==> src/rtl/cv32e40p_ft_err_manager.sv <==
// cv32e40p_ft_err_manager
// Purpose: watches the per-triplet error flags of the TMR majority voters and
// decides what the core should do about them. A lane that the voter corrects
// once is treated as a transient upset and triggers a replica resync over a
// req/ack handshake. A lane that errors PERM_THR valid cycles in a row is
// declared permanently broken. A lane that is detected but not corrected is
// uncorrectable. Both fault classes park the block in an absorbing FAULT state
// with sticky flags until clear_i or reset. Saturating counters keep
// statistics throughout.
//
// Ports:
//   clk              clock, all state on the rising edge
//   rst_n            asynchronous active-low reset
//   valid_i          voter flags are meaningful this cycle
//   err_corrected_i  per-lane voter correction flag
//   err_detected_i   per-lane voter detection flag
//   clear_i          synchronous clear of counters, sticky flags and FSM
//   resync_ack_i     replica resync complete
//   resync_req_o     resync request, held high until acknowledged
//   perm_fault_o     sticky permanent-fault flag
//   uncorrectable_o  sticky uncorrectable-error flag
//   fault_lane_o     lanes that caused FAULT entry, frozen afterwards
//   corr_cnt_o       saturating count of cycles with >=1 corrected lane
//   uncorr_cnt_o     saturating count of cycles with >=1 uncorrectable lane
module cv32e40p_ft_err_manager #(
   parameter int N_IN     = 1,
   parameter int CNT_W    = 8,
   parameter int PERM_THR = 4
) (
   input  logic             clk,
   input  logic             rst_n,
   input  logic             valid_i,
   input  logic [N_IN-1:0]  err_corrected_i,
   input  logic [N_IN-1:0]  err_detected_i,
   input  logic             clear_i,
   input  logic             resync_ack_i,
   output logic             resync_req_o,
   output logic             perm_fault_o,
   output logic             uncorrectable_o,
   output logic [N_IN-1:0]  fault_lane_o,
   output logic [CNT_W-1:0] corr_cnt_o,
   output logic [CNT_W-1:0] uncorr_cnt_o
);

   // The streak counter must be able to hold PERM_THR itself so it can saturate there.
   localparam int CW = $clog2(PERM_THR + 1);
   localparam logic [CW-1:0]    STREAK_MAX  = CW'(PERM_THR);
   localparam logic [CW-1:0]    STREAK_LAST = CW'(PERM_THR - 1);
   localparam logic [CNT_W-1:0] CNT_MAX     = '1;

   typedef enum logic [1:0] {
      IDLE,
      RESYNC,
      FAULT
   } state_t;

   state_t        state;
   logic [CW-1:0] consec [N_IN];

   logic [N_IN-1:0] unc;
   logic [N_IN-1:0] ev;
   logic [N_IN-1:0] perm;
   logic [N_IN-1:0] corr;

   // Event classification. Everything is gated by valid_i, so a cycle without
   // valid flags can never start a handshake or declare a fault.
   always_comb begin
      unc  = '0;
      ev   = '0;
      perm = '0;
      corr = '0;
      for (int k = 0; k < N_IN; k++) begin
         if (valid_i) begin
            corr[k] = err_corrected_i[k];
            unc[k]  = err_detected_i[k] & ~err_corrected_i[k];
            ev[k]   = err_detected_i[k] | err_corrected_i[k];
            perm[k] = ev[k] & (consec[k] == STREAK_LAST);
         end
      end
   end

   // Per-lane streak of consecutive valid erroring cycles. Invalid cycles hold
   // the streak so a bubble in the pipeline does not hide a stuck lane.
   always_ff @(posedge clk or negedge rst_n) begin
      if (!rst_n) begin
         for (int k = 0; k < N_IN; k++) consec[k] <= '0;
      end else if (clear_i) begin
         for (int k = 0; k < N_IN; k++) consec[k] <= '0;
      end else if (valid_i) begin
         for (int k = 0; k < N_IN; k++) begin
            if (!ev[k])                      consec[k] <= '0;
            else if (consec[k] != STREAK_MAX) consec[k] <= consec[k] + 1'b1;
         end
      end
   end

   // Statistics counters; they keep running in FAULT so software can still
   // see how noisy the voters are after the core has been stopped.
   always_ff @(posedge clk or negedge rst_n) begin
      if (!rst_n) begin
         corr_cnt_o   <= '0;
         uncorr_cnt_o <= '0;
      end else if (clear_i) begin
         corr_cnt_o   <= '0;
         uncorr_cnt_o <= '0;
      end else begin
         if (|corr && corr_cnt_o != CNT_MAX)  corr_cnt_o   <= corr_cnt_o + 1'b1;
         if (|unc && uncorr_cnt_o != CNT_MAX) uncorr_cnt_o <= uncorr_cnt_o + 1'b1;
      end
   end

   // Control FSM with registered outputs. Uncorrectable beats permanent beats
   // corrected; only the winning class is recorded in fault_lane_o.
   always_ff @(posedge clk or negedge rst_n) begin
      if (!rst_n) begin
         state           <= IDLE;
         resync_req_o    <= 1'b0;
         perm_fault_o    <= 1'b0;
         uncorrectable_o <= 1'b0;
         fault_lane_o    <= '0;
      end else if (clear_i) begin
         state           <= IDLE;
         resync_req_o    <= 1'b0;
         perm_fault_o    <= 1'b0;
         uncorrectable_o <= 1'b0;
         fault_lane_o    <= '0;
      end else begin
         case (state)
            IDLE, RESYNC: begin
               if (|unc) begin
                  state           <= FAULT;
                  resync_req_o    <= 1'b0;
                  uncorrectable_o <= 1'b1;
                  fault_lane_o    <= unc;
               end else if (|perm) begin
                  state        <= FAULT;
                  resync_req_o <= 1'b0;
                  perm_fault_o <= 1'b1;
                  fault_lane_o <= perm;
               end else if (state == IDLE) begin
                  if (|corr) begin
                     state        <= RESYNC;
                     resync_req_o <= 1'b1;
                  end
               end else if (resync_ack_i) begin
                  state        <= IDLE;
                  resync_req_o <= 1'b0;
               end
            end
            FAULT: begin
               resync_req_o <= 1'b0;
            end
            default: begin
               state        <= IDLE;
               resync_req_o <= 1'b0;
            end
         endcase
      end
   end

endmodule

==> config.mk <==
export PLATFORM = sky130hd
export DESIGN_NAME = cv32e40p_ft_err_manager
export DESIGN_NICKNAME = d
export VERILOG_FILES = /design/src/rtl/cv32e40p_ft_err_manager.sv
export SDC_FILE = /design/constraint.sdc
export NUM_CORES = 1
export LEC_CHECK = 0
export ABC_CLOCK_PERIOD_IN_PS = 1700
export CORE_ASPECT_RATIO = 0.9
export CORE_UTILIZATION = 45
export CTS_CLUSTER_DIAMETER = 100
export DETAILED_ROUTE_END_ITERATION = 6
export PLACE_DENSITY = 0.76
export SLEW_MARGIN = 20
export SYNTH_ARGS = -nofsm -noshare
export SYNTH_HDL_FRONTEND = slang
export SYNTH_SLANG_ARGS = --single-unit
export TNS_END_PERCENT = 20
==> constraint.sdc <==
create_clock -name clk -period 1.7 [get_ports clk]
set_clock_uncertainty 0.05 [all_clocks]
set_input_delay 0.425 -clock clk [delete_from_list [all_inputs] [get_ports clk]]
set_output_delay 0.425 -clock clk [all_outputs]
set_load 0.005 [all_outputs]
==> metrics.txt <==
sequential share of power 0.584; setup TNS 0 ps; DRC 0; Primary FF master, synth dfrtp_1; Peak VDD IR 0.393 mV; Net Sw Frac 0.268; vias in the first global route 1375; Storage cell area 629 um^2; port bufs 26; FILL cells 267; CP Buf/Inv Count 1; Combinational Power Share 0.147; Placer Congestion 0.827; layout cell share with drive strength beyond 1 0.241; via count 1371; IO Count 27; root buf cell clkbuf_4; asr flop ratio synth 1.00; Max-slew headroom 0.777; Ys Warns 0; crit-path cells buf_4 > ha_2 > and2_1 > a211oi_2 > mux2_4; max incr delay on CP 420 ps; largest net degree at the start of global routing 26; # rows 19; Final Cycle Share 0.968; DRT iter0 DRCs 46; Bufs on Longest Clock Path 2; Cell Area, Synth 0.00148 mm^2; placed cells 227; Detail Placement HPWL 2.52 mm; critical path data arrival time 1830 ps; # nets final 208; post-layout min period 1640 ps; CP Class flop to flop; gr usage total 0.221; clock-pin transition on the worst setup and hold timing paths 160 ps; Avg Inst Size Synth 10.1 um^2; H-tree Lvls 1; Slowest cell on crit path dfrtp_1; Routed WL per cell 14.5 um; syn nets 159; Worst Max-Slew Pin Slew 331 ps; initial antenna violation count 0; area delta synth->final 33.5%; Top delay family on crit path flip-flops; Slew Limit Fails 0; number of routed nets with antenna violations 0; Hold Path Class input port to async pin; worst hold margin 403 ps; RSZ-0062 raised after global routing yes; Post-Synthesis Cells 147; final WL 3.44 mm; Max Fclk 608 MHz; Die W 62.5 um; Clk Latency, worst-skew pair 330 ps; Net Sw Power 286 uW; CTS buffer count 3; ant diodes 0; crit end category flop; Pleak 0.000998 uW; total power draw 1070 uW; Clock power frac 0.269; register area share after synthesis 0.422; CTS tree done; GRT overflow 0; worst path required time 1880 ps; clock sink count 25; Initial Utilization 0.479; Die Area 0.00353 mm^2; Die H 56.4 um; CTS Hold Bufs 0; MaxCap Viol Count 0; fin cells 237; status finished, final reports clean; final hold violations 0; drt first pass iters 4; vias per cell 5.78; Internal Power 780 uW; crit start category flop; Final Setup Violations 0; Synth cell types 45; P per Cell Area 539 mW/mm^2; CP Max Fanout 5; first-pass GRT wire length 6.22 mm; Multi-input gate area 773 um^2; flops & latches, synth 25; Post-synth EDFFs 0; core area 0.00309 mm^2
## registers in the layout, summed over array words and instances, names as in the netlist
name             flops
consec               3
corr_cnt_o           8
fault_lane_o         1
perm_fault_o         1
resync_req_o         1
state                2
uncorr_cnt_o         8
uncorrectable_o      1
## through the flow
step	setup WS [ps]	utilization	area, um^2
after global placement	-324	0.615	1900
after global routing	-30.8	0.640	1980
after detailed placement	-404	0.615	1900
after CTS	3.50	0.634	1960
final	55.1	0.640	1980
after floorplan	120	-	1480
## worst paths after layout
check / startpoint / endpoint / slack (ps) / cells after the start
setup / recovery: uncorr_cnt_o[0]$_DFFE_PN0P_ / uncorr_cnt_o[5]$_DFFE_PN0P_ / 60 / 5
hold / removal: rst_n / uncorr_cnt_o[5]$_DFFE_PN0P_ / 400 / 2
hold reg to reg: fault_lane_o$_DFFE_PN0P_ / fault_lane_o$_DFFE_PN0P_ / 470 / 2
setup reg to reg: uncorr_cnt_o[0]$_DFFE_PN0P_ / uncorr_cnt_o[5]$_DFFE_PN0P_ / 60 / 5
max in group asynchronous: rst_n / uncorr_cnt_o[3]$_DFFE_PN0P_ / 920 / 2
min in group clk: fault_lane_o$_DFFE_PN0P_ / fault_lane_o$_DFFE_PN0P_ / 470 / 2
## worst reg2reg max path, cell delays in order (launching register included)
cell	delay, ps
dfrtp_1	420
buf_4	140
ha_2	210
and2_1	180
a211oi_2	220
mux2_4	330
## cell families after synthesis
logic type | after synthesis | synth area share
simple gates | 49 | 0.192
buf+inv | 19 | 0.0600
compound gates | 40 | 0.213
flops | 25 | 0.422
fa+ha+maj | 5 | 0.0422
mux | 9 | 0.0709
## what timing repair did
action	in CTS	in global routing
setup endpoints to repair	19	9
pin swaps	0	3
hold endpoints to repair	0	0
buffers inserted	5	1
gates resized for setup	24	4
## cell usage after synthesis (3+ instances only)
library cell | count | area share
dfrtp_1 | 25 | 0.42
a21oi_1 | 11 | 0.037
inv_1 | 10 | 0.025
nand2_1 | 10 | 0.025
nor2_1 | 8 | 0.020
nor2b_1 | 6 | 0.025
a31oi_1 | 5 | 0.021
ha_1 | 5 | 0.042
a311oi_1 | 4 | 0.024
and4_1 | 4 | 0.024
mux2_2 | 4 | 0.030
nand3_1 | 4 | 0.014
and3_1 | 3 | 0.013
buf_2 | 3 | 0.010
mux2i_1 | 3 | 0.020
o21ai_0 | 3 | 0.010
## power groups by stage
stage	registers [uW]	logic [uW]	clock network (uW)
after global placement	632	152	0
final	622	157	287
after CTS	621	155	292
after floorplan	633	73.8	0
after global routing	624	176	319
after detailed placement	633	158	0
## metal layers
layer / wire (um) / global-route usage / part of all wire
met1: 1590 / 0.291 / 0.46
met2: 1630 / 0.371 / 0.48
met3: 167 / 0.0305 / 0.049
met4: 47 / 0.0831 / 0.014
met5: 0 / 0 / 0
## cell usage in the layout, fill, tap and decap left out, types with 3 or more instances in the layout
| master | instances |
|---|---|
| and4_1 | 4 |
| dfrtp_1 | 22 |
| nand3_1 | 4 |
| a311oi_1 | 4 |
| dfrtp_2 | 3 |
| nand2_1 | 10 |
| dlygate4sd2_1 | 18 |
| ha_1 | 4 |
| a21oi_1 | 11 |
| o21ai_0 | 3 |
| clkbuf_4 | 3 |
| mux2_4 | 3 |
| a31oi_1 | 5 |
| buf_4 | 25 |
| and3_1 | 3 |
| clkdlybuf4s50_1 | 5 |
| nor2_1 | 8 |
| mux2_2 | 3 |
| mux2i_1 | 3 |
| inv_1 | 10 |
| nor2b_1 | 6 |
| dlymetal6s2s_1 | 3 |
## final cells by class
class / instances / share of cell area
well taps: 42 / 0.0266
repair buffers: 53 / 0.230
inverters: 10 / 0.0190
clock buffers: 3 / 0.0114
flip-flops and latches: 25 / 0.318
multi-input cells: 103 / 0.391
clock inverters: 1 / 0.00380
(Power assumes the default switching activity.)
